$ cat src/rtl/mem_unloader.sv
// rtl/mem_unloader.sv - reads req_count words x req_len elements from memory and streams them out
//
// Purpose:
//   Accepts one readback request, then for every element issues a single
//   read (ISSUE), captures the one-cycle-latency read data (CAPTURE) and
//   presents it on the output stream until accepted (SEND). After the final
//   element a one-cycle done pulse is produced (DONE) before returning to IDLE.
//
// Ports:
//   clk, rst                     clock, asynchronous active-low reset
//   req_valid/req_ready          request handshake
//   req_sel/req_addr/req_count/req_len  select, base word, word count, elements per word
//   mem_en/mem_wr/mem_sel/mem_addr/wrd_addr  memory read port (mem_wr tied low)
//   mem_rdata                    read data, valid one cycle after mem_en
//   out_valid/out_ready/out_data/out_last   element stream
//   busy, done                   status
//   abort, aborted               only with MEM_UNLOADER_ABORT_EN defined
//
// Configuration:
//   MEM_UNLOADER_ABORT_EN        adds abort input and aborted output

module mem_unloader #(
    parameter int DATA_WIDTH  = 4,
    parameter int MAX_ADDR_W  = 16,
    parameter int WORD_ADDR_W = 10
) (
    input  logic                   clk,
    input  logic                   rst,
    input  logic                   req_valid,
    output logic                   req_ready,
    input  logic [2:0]             req_sel,
    input  logic [MAX_ADDR_W-1:0]  req_addr,
    input  logic [MAX_ADDR_W-1:0]  req_count,
    input  logic [WORD_ADDR_W-1:0] req_len,
    output logic                   mem_en,
    output logic                   mem_wr,
    output logic [2:0]             mem_sel,
    output logic [MAX_ADDR_W-1:0]  mem_addr,
    output logic [WORD_ADDR_W-1:0] wrd_addr,
    input  logic [DATA_WIDTH-1:0]  mem_rdata,
    output logic                   out_valid,
    output logic [DATA_WIDTH-1:0]  out_data,
    output logic                   out_last,
    input  logic                   out_ready,
`ifdef MEM_UNLOADER_ABORT_EN
    input  logic                   abort,
    output logic                   aborted,
`endif
    output logic                   busy,
    output logic                   done
);

    typedef enum logic [2:0] {
        IDLE    = 3'd0,
        ISSUE   = 3'd1,
        CAPTURE = 3'd2,
        SEND    = 3'd3,
        DONE    = 3'd4
    } state_t;

    localparam logic [MAX_ADDR_W-1:0]  WORD_ONE = 1;
    localparam logic [WORD_ADDR_W-1:0] ELEM_ONE = 1;

    state_t                   state, state_nxt;
    logic [2:0]               lat_sel;
    logic [MAX_ADDR_W-1:0]    lat_addr;
    logic [MAX_ADDR_W-1:0]    lat_count;
    logic [WORD_ADDR_W-1:0]   lat_len;
    logic [MAX_ADDR_W-1:0]    word_cnt;
    logic [WORD_ADDR_W-1:0]   elem_cnt;
    logic                     elem_wrap;
    logic                     is_last;
    logic                     accept;
    logic                     abort_hit;
    logic                     out_valid_r;
    logic [DATA_WIDTH-1:0]    out_data_r;

    assign accept    = (state == IDLE) && req_valid;
    assign elem_wrap = (elem_cnt == lat_len - ELEM_ONE);
    assign is_last   = elem_wrap && (word_cnt == lat_count - WORD_ONE);

`ifdef MEM_UNLOADER_ABORT_EN
    logic aborted_r;
    assign abort_hit = abort && ((state == ISSUE) || (state == CAPTURE) || (state == SEND));
    assign aborted   = (state == DONE) && aborted_r;
`else
    assign abort_hit = 1'b0;
`endif

    assign mem_wr    = 1'b0;
    assign out_valid = out_valid_r;
    assign out_data  = out_data_r;

    always_ff @(posedge clk or negedge rst) begin
        if (!rst) begin
            state <= IDLE;
        end else begin
            state <= state_nxt;
        end
    end

    always_comb begin
        state_nxt = state;
        req_ready = 1'b0;
        busy      = 1'b1;
        done      = 1'b0;
        mem_en    = 1'b0;
        mem_sel   = 3'd0;
        mem_addr  = '0;
        wrd_addr  = '0;
        out_last  = 1'b0;
        case (state)
            IDLE: begin
                req_ready = 1'b1;
                busy      = 1'b0;
                if (req_valid) begin
                    // Empty transfers skip straight to the completion pulse.
                    if (req_count == '0 || req_len == '0) begin
                        state_nxt = DONE;
                    end else begin
                        state_nxt = ISSUE;
                    end
                end
            end
            ISSUE: begin
                mem_en    = 1'b1;
                mem_sel   = lat_sel;
                mem_addr  = lat_addr + word_cnt;
                wrd_addr  = elem_cnt;
                state_nxt = CAPTURE;
            end
            CAPTURE: begin
                state_nxt = SEND;
            end
            SEND: begin
                out_last = is_last;
                if (out_ready) begin
                    state_nxt = is_last ? DONE : ISSUE;
                end
            end
            DONE: begin
                done      = 1'b1;
                state_nxt = IDLE;
            end
            default: begin
                state_nxt = IDLE;
            end
        endcase
        if (abort_hit) begin
            state_nxt = DONE;
        end
    end

    always_ff @(posedge clk or negedge rst) begin
        if (!rst) begin
            lat_sel     <= 3'd0;
            lat_addr    <= '0;
            lat_count   <= '0;
            lat_len     <= '0;
            word_cnt    <= '0;
            elem_cnt    <= '0;
            out_valid_r <= 1'b0;
            out_data_r  <= '0;
`ifdef MEM_UNLOADER_ABORT_EN
            aborted_r   <= 1'b0;
`endif
        end else begin
            if (accept) begin
                lat_sel   <= req_sel;
                lat_addr  <= req_addr;
                lat_count <= req_count;
                lat_len   <= req_len;
                word_cnt  <= '0;
                elem_cnt  <= '0;
`ifdef MEM_UNLOADER_ABORT_EN
                aborted_r <= 1'b0;
`endif
            end
            if (state == CAPTURE) begin
                out_data_r  <= mem_rdata;
                out_valid_r <= 1'b1;
            end
            if (state == SEND && out_ready) begin
                out_valid_r <= 1'b0;
                if (elem_wrap) begin
                    elem_cnt <= '0;
                    word_cnt <= word_cnt + WORD_ONE;
                end else begin
                    elem_cnt <= elem_cnt + ELEM_ONE;
                end
            end
            // Abort overrides the capture so no stale element is left presented.
            if (abort_hit) begin
                out_valid_r <= 1'b0;
`ifdef MEM_UNLOADER_ABORT_EN
                aborted_r   <= 1'b1;
`endif
            end
        end
    end

endmodule

$ cat config.mk
export PLATFORM = sky130hd
export DESIGN_NAME = mem_unloader
export DESIGN_NICKNAME = d
export VERILOG_FILES = /design/src/rtl/mem_unloader.sv
export SDC_FILE = /design/constraint.sdc
export NUM_CORES = 1
export LEC_CHECK = 0
export BUFFER_PORTS_ARGS = -buffer_cell sky130_fd_sc_hd__buf_4
export CAP_MARGIN = 5
export CORE_ASPECT_RATIO = 0.75
export CORE_MARGIN = 1.5
export CORE_UTILIZATION = 57
export DETAILED_ROUTE_END_ITERATION = 10
export PLACE_DENSITY = 0.9
export SLEW_MARGIN = 20
export SYNTH_ARGS = -nofsm -noshare
export SYNTH_HDL_FRONTEND = slang
export SYNTH_SLANG_ARGS = --single-unit
$ cat constraint.sdc
create_clock -name clk -period 4.1 [get_ports clk]
set_clock_uncertainty 0.05 [all_clocks]
set_input_delay 0.615 -clock clk [delete_from_list [all_inputs] [get_ports clk]]
set_output_delay 0.615 -clock clk [all_outputs]
set_load 0.02 [all_outputs]
==> results.md, run 1 <==
- Full die area: between 9000 and 10000 µm²
- Max_slew headroom: 0.442
- Vias: 5126
- Leakage power figure: about 0.003 µW
- Placeable Area: 9050 µm²
- Maximum vdd drop: between 300 and 400 µV
- Post-Syn Instances: between 600 and 700
- CTS tree: done
- Routability cong.: around 1
- Minimum clock period: roughly 4.0 ns
- Clk_lat worst skew: 0.35 ns
- DIE HEIGHT: between 80 and 90 µm
- Placed Cells: about 840
- Endpoint of the lowest-slack register-to-register path: word_cnt[12]
- Clock net sink count: ~80
- CP max FO: 10
- # diodes: 0
- Max Root-Sink Buffers: 2
- R2R setup slack: 0.77 ns
- HP Class: in -> async
- First-pass GRT wire length: 24400 µm
- Synth cell types: 60
- H-tree depth: 3
- Largest net degree at the start of global routing: 80
- Fin nets: 800
- Post-Layout Cell Count: about 860
- Setup repair bufs after CTS: 0
- Layout fillers: 695
- Synth-to-Final Area Change: 20.6%
- Final hold vios: 0
- Number of port buffers: 91
- Number of global-route vias before repair: approximately 4900
- Share of layout cells above drive strength 1: 0.181
- R2R depth: 7
- Period utilization: 0.981
- Fin Hold WS: 0.236 ns
- DR WL/cell: between 15 and 20 µm
- Most frequent cells after synthesis: nand2_1 (174), dfrtp_1 (79), nor2_1 (30)
- CTS root buf: clkbuf_16
- Cell Area, Synth: 5320 µm²
- Die X: approximately 110 µm
- CTS Buf Count: 9
- Top-count cell post-synth: nand2_1
- Via-to-Cell Ratio: just under 6
- Max frequency: approximately 0.25 GHz
- Max Transition Viols Final: 0
- Clock slew at reported path FFs: about 0.06 ns
- HPWL after DPL: 10300 µm
- Ys flop type: dfrtp_1
- Final ANT Viol Nets: 0
- Pwr dens: 661 nW/µm²
- WP data required: between 3 and 4 ns
- DRT iter0 DRCs: 437
- Synth top area share: 0.371
- Worst-Margin Slew: about 0.83 ns
- WS Path Type: reg -> out
- Synth area leaders: dfrtp_1 (37%), nand2_1 (12%), ha_1 (4.5%)
- Total congestion overflow: 0
- Post-synthesis average cell area: about 8.2 µm²
- Worst setup SP type: flop
- Routed WL: approximately 14000 µm
- Final setup viols: 0
- CP arrival: between 3 and 4 ns
- CTS resizes: 0
- Post-synth EDFFs: 0
- I/O Pins: 93
- Worst Setup End Kind: primary output
- Hold Buf Count CTS: 0
- Number of cell rows: 30
- Syn. warnings: 0
- Register area share after synthesis: 0.371
- Initial Util: 0.588
- Asr flop ratio synth: 1.00
- Worst r2r src: lat_len[0]
- DRC violations left: 0
- Gr usage total: 0.311
- Status: completed
- TritonRoute pass-1 iters: 5
- Initial antenna violation count: 0
- Dominant cell type by area after synthesis: dfrtp_1
- Syn Nets: roughly 730
- Synth Register Bits: 79
- Max-cap viol count: 0
[metrics by stage]
stage / TNS, ns / utilization / setup slack [ns] / area [µm²] / total power (µW)
floorplan: 0 / - / 0.847 / 5320 / 2700
detailed placement: 0 / 0.671 / 0.400 / 6070 / 3290
global placement: 0 / 0.671 / 0.573 / 6070 / 3200
global route: -0.0688 / 0.709 / -0.0688 / 6420 / 4530
finish: 0 / 0.709 / 0.0767 / 6420 / 4240
CTS: 0 / 0.707 / 0.0211 / 6400 / 4210
[sequential cells by signal, indices dropped and copies added (netlist names)]
name and flops:
lat_addr 16, lat_len 10, out_data 4, elem_cnt 10, out_valid 1, lat_count 16, lat_sel 3, state 3
word_cnt 16
[layout make-up]
cell class	count	area [µm²]	share of cell area
Sequential cell	79	1980	0.308
Timing Repair Buffer	96	724	0.113
Tap cell	128	160	0.0250
Inverter	15	56.3	0.00877
Clock buffer	12	267	0.0415
Multi-Input combinational cell	526	3170	0.494
Clock inverter	3	65.1	0.0101
[worst max-delay path, stage by stage (launching register included)]
cell	delay [ns]
dfrtp_1	0.48
inv_1	0.12
ha_2	0.26
or4b_2	0.61
nor4_1	0.34
nor3_1	0.09
a22oi_1	0.20
nand4_1	0.20
a211oi_2	0.31
and3_1	0.24
buf_4	0.15
[per-layer routing]
| layer | track usage | wire (µm) | vias to the layer above |
|---|---|---|---|
| li1 | - | - | 2432 |
| met1 | 0.429 | 6470 | 2432 |
| met2 | 0.499 | 6670 | 242 |
| met3 | 0.0629 | 1070 | 20 |
| met4 | 0.0909 | 180 | 0 |
| met5 | 0 | 0 | - |
[worst max-delay path by stage]
| stage | depth (start not counted) | start | to | slack, ns |
|---|---|---|---|---|
| detailed placement | 9 | lat_count[0] | out_last | 0.40 |
| CTS | 9 | lat_count[0] | out_last | 0.02 |
| global route | 10 | lat_count[0] | out_last | -0.07 |
| global placement | 9 | lat_count[0] | out_last | 0.57 |
| floorplan | 10 | lat_count[0] | out_last | 0.85 |
| finish | 10 | lat_count[0] | out_last | 0.08 |
[where the power goes]
part / switching (µW) / total (µW) / leakage [µW] / internal [µW]
Sequential: 379 / 1440 / 0.00102 / 1070
Combinational: 1100 / 1900 / 0.00187 / 798
Clock: 321 / 899 / 0.000165 / 579
[kinds of logic (layout without fill, tap and decap cells)]
group	after synthesis	count (layout)	share of synthesized area
buffers and inverters	47	126	0.0362
xor gates and xnor gates	44	44	0.0724
other	1	1	0.000705
adders and majority gates	20	20	0.0484
DFF	79	79	0.371
AOI/OAI and AO/OA	96	96	0.126
muxes	10	10	0.0200
and+or+nand+nor	355	355	0.325
[cells in the final DEF, fill, tap and decap left out, types with 6 or more instances in the layout]
master     count
nand2_1      174
nor3b_1        8
nand4_1       11
o211ai_1      14
xor2_1        23
o21bai_1       6
nand3_1       29
nor2_1        30
a211oi_1       7
clkbuf_16      9
nand2b_1       8
o21ai_0       23
xnor2_1       21
buf_4         95
inv_1         15
or4_1         16
and2_1        17
a21oi_1       14
nor3_1        19
dfrtp_1       79
ha_1          18
and3_1         9
nor4_1         7
(Power assumes the default switching activity.)
==> run 2: changes to the inputs <==
- MAX_ROUTING_LAYER: not set -> met4
==> run 2 against run 1 <==
Against the previous run: maximum frequency up 4.9%; worst setup slack better by 0.19 ns; largest cell class unchanged; highest routed layer unchanged; critical path depth unchanged.
==> results.md, run 2 (same netlist as run 1, synthesis figures left out) <==
- H-tree depth: 3
- Final ANT Viol Nets: 0
- Max frequency: ~0.26 GHz
- Int Power: roughly 2300 µW
- Largest net degree at the start of global routing: 80
- DRT iter0 DRCs: roughly 420
- Fin Hold WS: between 0.2 and 0.25 ns
- CP max-delay cell: or4b_2
- CP top delay family: simple AND/OR/NAND/NOR gates
- Critical path buffer and inverter count: 2
- CP arrival: approximately 3.2 ns
- P_sw: about 1800 µW
- Most frequent cells in the layout: nand2_1 (174), buf_4 (94), dfrtp_1 (79)
- Crit path cell chain: inv_1 -> ha_2 -> or4b_2 -> nor4_2 -> nor3_1 -> a22oi_1 -> nand4_1 -> a211oi_2 -> and3_1 -> buf_4
- Gr usage total: 0.305
- Share of layout cells above drive strength 1: 0.181
- Max Root-Sink Buffers: 2
- Worst Setup End Kind: primary output
- Number of port buffers: around 90
- Status: completed
- CTS tree: done
- Combinational share of power: 0.458
- WS Path Type: reg -> out
- Initial antenna violation count: 0
- Max_slew headroom: 0.435
- Final setup viols: 0
- CTS root buf: clkbuf_16
- Maximum vdd drop: 384 µV
- Initial Util: 0.588
- # diodes: 0
- Setup repair bufs after CTS: 0
- I/O Pins: between 90 and 100
- Clock slew at reported path FFs: approximately 0.060 ns
- DIE HEIGHT: approximately 87 µm
- Final hold vios: 0
- CTS Buf Count: 9
- Number of global-route vias before repair: roughly 4700
- Slowest stage delay, CP: slightly above 0.6 ns
- Net Sw Frac: 0.433
- Worst-Margin Slew: around 0.84 ns
- Total negative setup slack: 0 ns
- Most common cell after layout, fill and taps aside: nand2_1
- Via-to-Cell Ratio: ~6
- Routed WL: roughly 14000 µm
- Final Util: 0.705
- Die X: around 110 µm
- First-pass GRT wire length: 22900 µm
- Routability cong.: between 0.9 and 1
- Period utilization: 0.935
- Total congestion overflow: 0
- Pwr dens: approximately 640 nW/µm²
- DR WL/cell: around 16 µm
- HPWL after DPL: around 10000 µm
- Fin nets: roughly 800
- Max-cap viol count: 0
- Full die area: just under 10000 µm²
- Minimum clock period: around 3.8 ns
- Worst setup SP type: flop
- Hold Buf Count CTS: 0
- Clk_lat worst skew: approximately 0.35 ns
- TritonRoute pass-1 iters: 5
- Placeable Area: between 9000 and 10000 µm²
- RSZ-0062 raised after global routing: no
- Flop pwr share: 0.349
- Clk pwr share: 0.193
- CP max FO: 10
- Number of cell rows: 30
- Vias: 5111
- Leakage power figure: ~0.003 µW
- HP Class: in -> async
- Max Transition Viols Final: 0
- Largest registers: lat_addr (16), lat_count (16), word_cnt (16)
- Clock net sink count: 79
- WP data required: about 3.4 ns
- CTS resizes: 0
- Synth-to-Final Area Change: 19.8%
- DRC violations left: 0
==> run 2: final cells by class <==
cell class	instances	area, µm²
repair buffers	95	717
inverters	15	56.3
clock buffers	10	229
flip-flops and latches	79	1980
fillers	700	2670
well taps	128	160
clock inverters	6	61.3
multi-input cells	526	3170
==> run 2: worst register-to-register path: stages (launching register included) <==
cell and delay [ns]:
dfrtp_1 0.45, or4_4 0.57, or4_1 0.46, nor3_1 0.19
xnor2_1 0.24, nand3_1 0.46, nor2_1 0.47, mux2i_1 0.26
==> run 2: worst paths after layout <==
kind	startpoint	end	slack, ns	cells after the start
min in group clk	req_addr[0]	lat_addr[0]	0.41	3
min	rst	lat_sel[1]	0.25	1
min reg2reg	lat_sel[2]	lat_sel[2]	0.42	2
max reg2reg	lat_len[0]	word_cnt[0]	0.86	7
max in group asynchronous	rst	lat_count[0]	3.25	1
max	lat_count[0]	out_last	0.27	10
==> run 2: stage by stage <==
step	std cells	worst slack (ns)	cell area, µm²	power, µW
2_1_floorplan	652	0.847	5320	2700
3_3_place_gp	843	0.579	6060	3200
3_5_place_dp	843	0.535	6060	3280
4_1_cts	859	0.170	6350	4090
5_1_grt	859	0.0679	6370	4400
6_report	859	0.266	6370	4110
==> run 2: power by group through the flow <==
stage / clock network, µW / logic, µW / registers, µW
floorplan: 0 / 1370 / 1330
global placement: 0 / 1790 / 1420
detailed placement: 0 / 1840 / 1430
CTS: 802 / 1860 / 1420
global route: 834 / 2080 / 1490
finish: 793 / 1880 / 1440
==> run 2: metal layers <==
layer | GRT usage | vias up | share of wire
met5 | - | - | 0
li1 | - | 2422 | -
met2 | 0.470 | 263 | 0.45
met1 | 0.411 | 2407 | 0.46
met3 | 0.0559 | 19 | 0.078
met4 | 0.0932 | 0 | 0.014
==> run 3: changes to the inputs <==
- CORE_UTILIZATION: 57 -> 60
- CTS_CLUSTER_SIZE: not set -> 14
- PLACE_DENSITY: 0.9 -> 0.94
- clock period: 4.1 -> 4.95 ns (I/O delays scaled with it)
==> run 3 against run 2 <==
Against the previous run: cell count down 2.6%; sequential power down 17%; via count up 0.55%; routed wire length up 2.3%; final area up 0.18%; global-route usage up 2.0 points; sequential share of layout area down 0.055 points; worst setup slack better by 0.43 ns.
==> results.md, run 3 (same netlist as run 1, synthesis figures left out) <==
- Initial Util: 0.624
- Hold Buf Count CTS: 0
- Routability cong.: 0.956
- DR WL/cell: 17.2 µm
- Placeable Area: 8530 µm²
- Max Root-Sink Buffers: 2
- # diodes: 0
- Routed WL: ~14000 µm
- Slowest stage delay, CP: slightly below 0.6 ns
- CTS tree: done
- TritonRoute pass-1 iters: 7
- I/O Pins: between 90 and 100
- Clk_lat worst skew: 0.34 ns
- Final hold vios: 0
- CTS resizes: 0
- Number of global-route vias before repair: 4986
- Max frequency: roughly 0.23 GHz
- Worst r2r src: lat_len[1]
- Die X: between 100 and 150 µm
- Status: completed
- Maximum vdd drop: between 400 and 500 µV
- Total negative setup slack: 0 ns
- Minimum clock period: around 4.3 ns
- Number of port buffers: between 90 and 100
- HPWL after DPL: 10300 µm
- CTS root buf: clkbuf_16
- Pwr dens: about 560 nW/µm²
- Multi-input gate area: approximately 3200 µm²
- Share of layout cells above drive strength 1: 0.173
- CP max-delay cell: nor4b_1
- DRT iter0 DRCs: 400
- Setup repair bufs after CTS: 0
- HP Class: in -> async
- Worst-Margin Slew: 0.966 ns
- Met3 Usage GRT: 0.0592
- Max-cap viol count: 0
- Synth-to-Final Area Change: 20.0%
- Worst setup SP type: flop
- RSZ-0062 raised after global routing: no
- Final WS setup: between 0.6 and 0.7 ns
- Full die area: 9450 µm²
- Clock net sink count: just under 80
- Vias: 5139
- Number of cell rows: 29
- Clock slew at reported path FFs: 0.06 ns
- Worst setup slack after placement: about 1.1 ns
- WP data required: about 4.2 ns
- GRT met1 Usage: 0.438
- Largest registers: lat_addr (16), lat_count (16), word_cnt (16)
- Final setup viols: 0
- Via-to-Cell Ratio: 6.14
- CP arrival: between 3 and 4 ns
- Worst Setup End Kind: primary output
- WS Path Type: reg -> out
- Crit path cell chain: inv_1 -> ha_1 -> nor4b_1 -> nand3_1 -> o41ai_1 -> nand4_1 -> a211oi_1 -> and3_1 -> buf_4
- Met2 Usage GRT: 0.508
- DIE HEIGHT: 84.6 µm
- Most frequent cells in the layout: nand2_1 (174), buf_4 (92), dfrtp_1 (79)
- First-pass GRT wire length: 24000 µm
- Gr busiest metal: met2
- Period utilization: 0.860
- Most common cell after layout, fill and taps aside: nand2_1
- CP max FO: 10
- Crit path from: lat_count[0]
- Max Transition Viols Final: 0
- H-tree depth: 3
- Fin nets: ~800
- Max_slew headroom: 0.356
- Gr usage total: 0.325
- Sequential standard cell area: a little under 2000 µm²
- Leakage power figure: 0.00304 µW
- CTS Buf Count: 9
- Final ANT Viol Nets: 0
- DRC violations left: 0
- Total congestion overflow: 0
- Initial antenna violation count: 0
- Layout fillers: around 630
- Largest net degree at the start of global routing: 80
==> run 3: layer usage <==
metal | up-vias | share of wire
met3 | 38 | 0.080
met5 | - | 0
met4 | 0 | 0.016
met2 | 267 | 0.46
li1 | 2422 | -
met1 | 2412 | 0.45
==> run 3: worst paths after layout <==
check | cells past startpoint | endpoint | slack (ns)
hold reg to reg | 2 | lat_sel[0] | 0.43
setup reg to reg | 7 | word_cnt[1] | 1.68
hold / removal | 1 | lat_addr[13] | 0.40
min in group clk | 2 | lat_sel[0] | 0.43
setup / recovery | 9 | out_last | 0.69
max in group asynchronous | 1 | lat_count[6] | 3.96
==> run 3: worst max-delay path, delay by kind of cell, from the launching register on <==
family / cells / cell delay, ns
DFF: 1 / 0.47
adders and majority gates: 1 / 0.31
AOI/OAI and AO/OA: 2 / 0.79
and+or+nand+nor: 4 / 1.28
buffers and inverters: 2 / 0.26
==> run 3: through the flow <==
| step | hold WS, ns | util | cell area (µm²) | total power, µW | std cells |
|---|---|---|---|---|---|
| detailed placement | 0.412 | 0.706 | 6020 | 2720 | 821 |
| finish | 0.402 | 0.749 | 6390 | 3550 | 837 |
| global route | 0.448 | 0.749 | 6390 | 3780 | 837 |
| global placement | 0.399 | 0.706 | 6020 | 2640 | 821 |
| CTS | 0.428 | 0.748 | 6380 | 3550 | 837 |
| floorplan | 0.387 | - | 5320 | 2240 | 652 |
==> run 3: report_power, final <==
group	internal [µW]	switching (µW)	total, µW	leakage, µW
combinational	645	909	1550	0.00185
sequential	882	310	1190	0.00102
clock	543	266	809	0.000173
==> run 3: final cells by class <==
cell class,instances,area share
clock buffer,10,0.0359
multi-input combinational,526,0.494
inverter,15,0.00882
timing repair buffer,93,0.110
tap,108,0.0212
clock inverter,6,0.0208
sequential,79,0.310
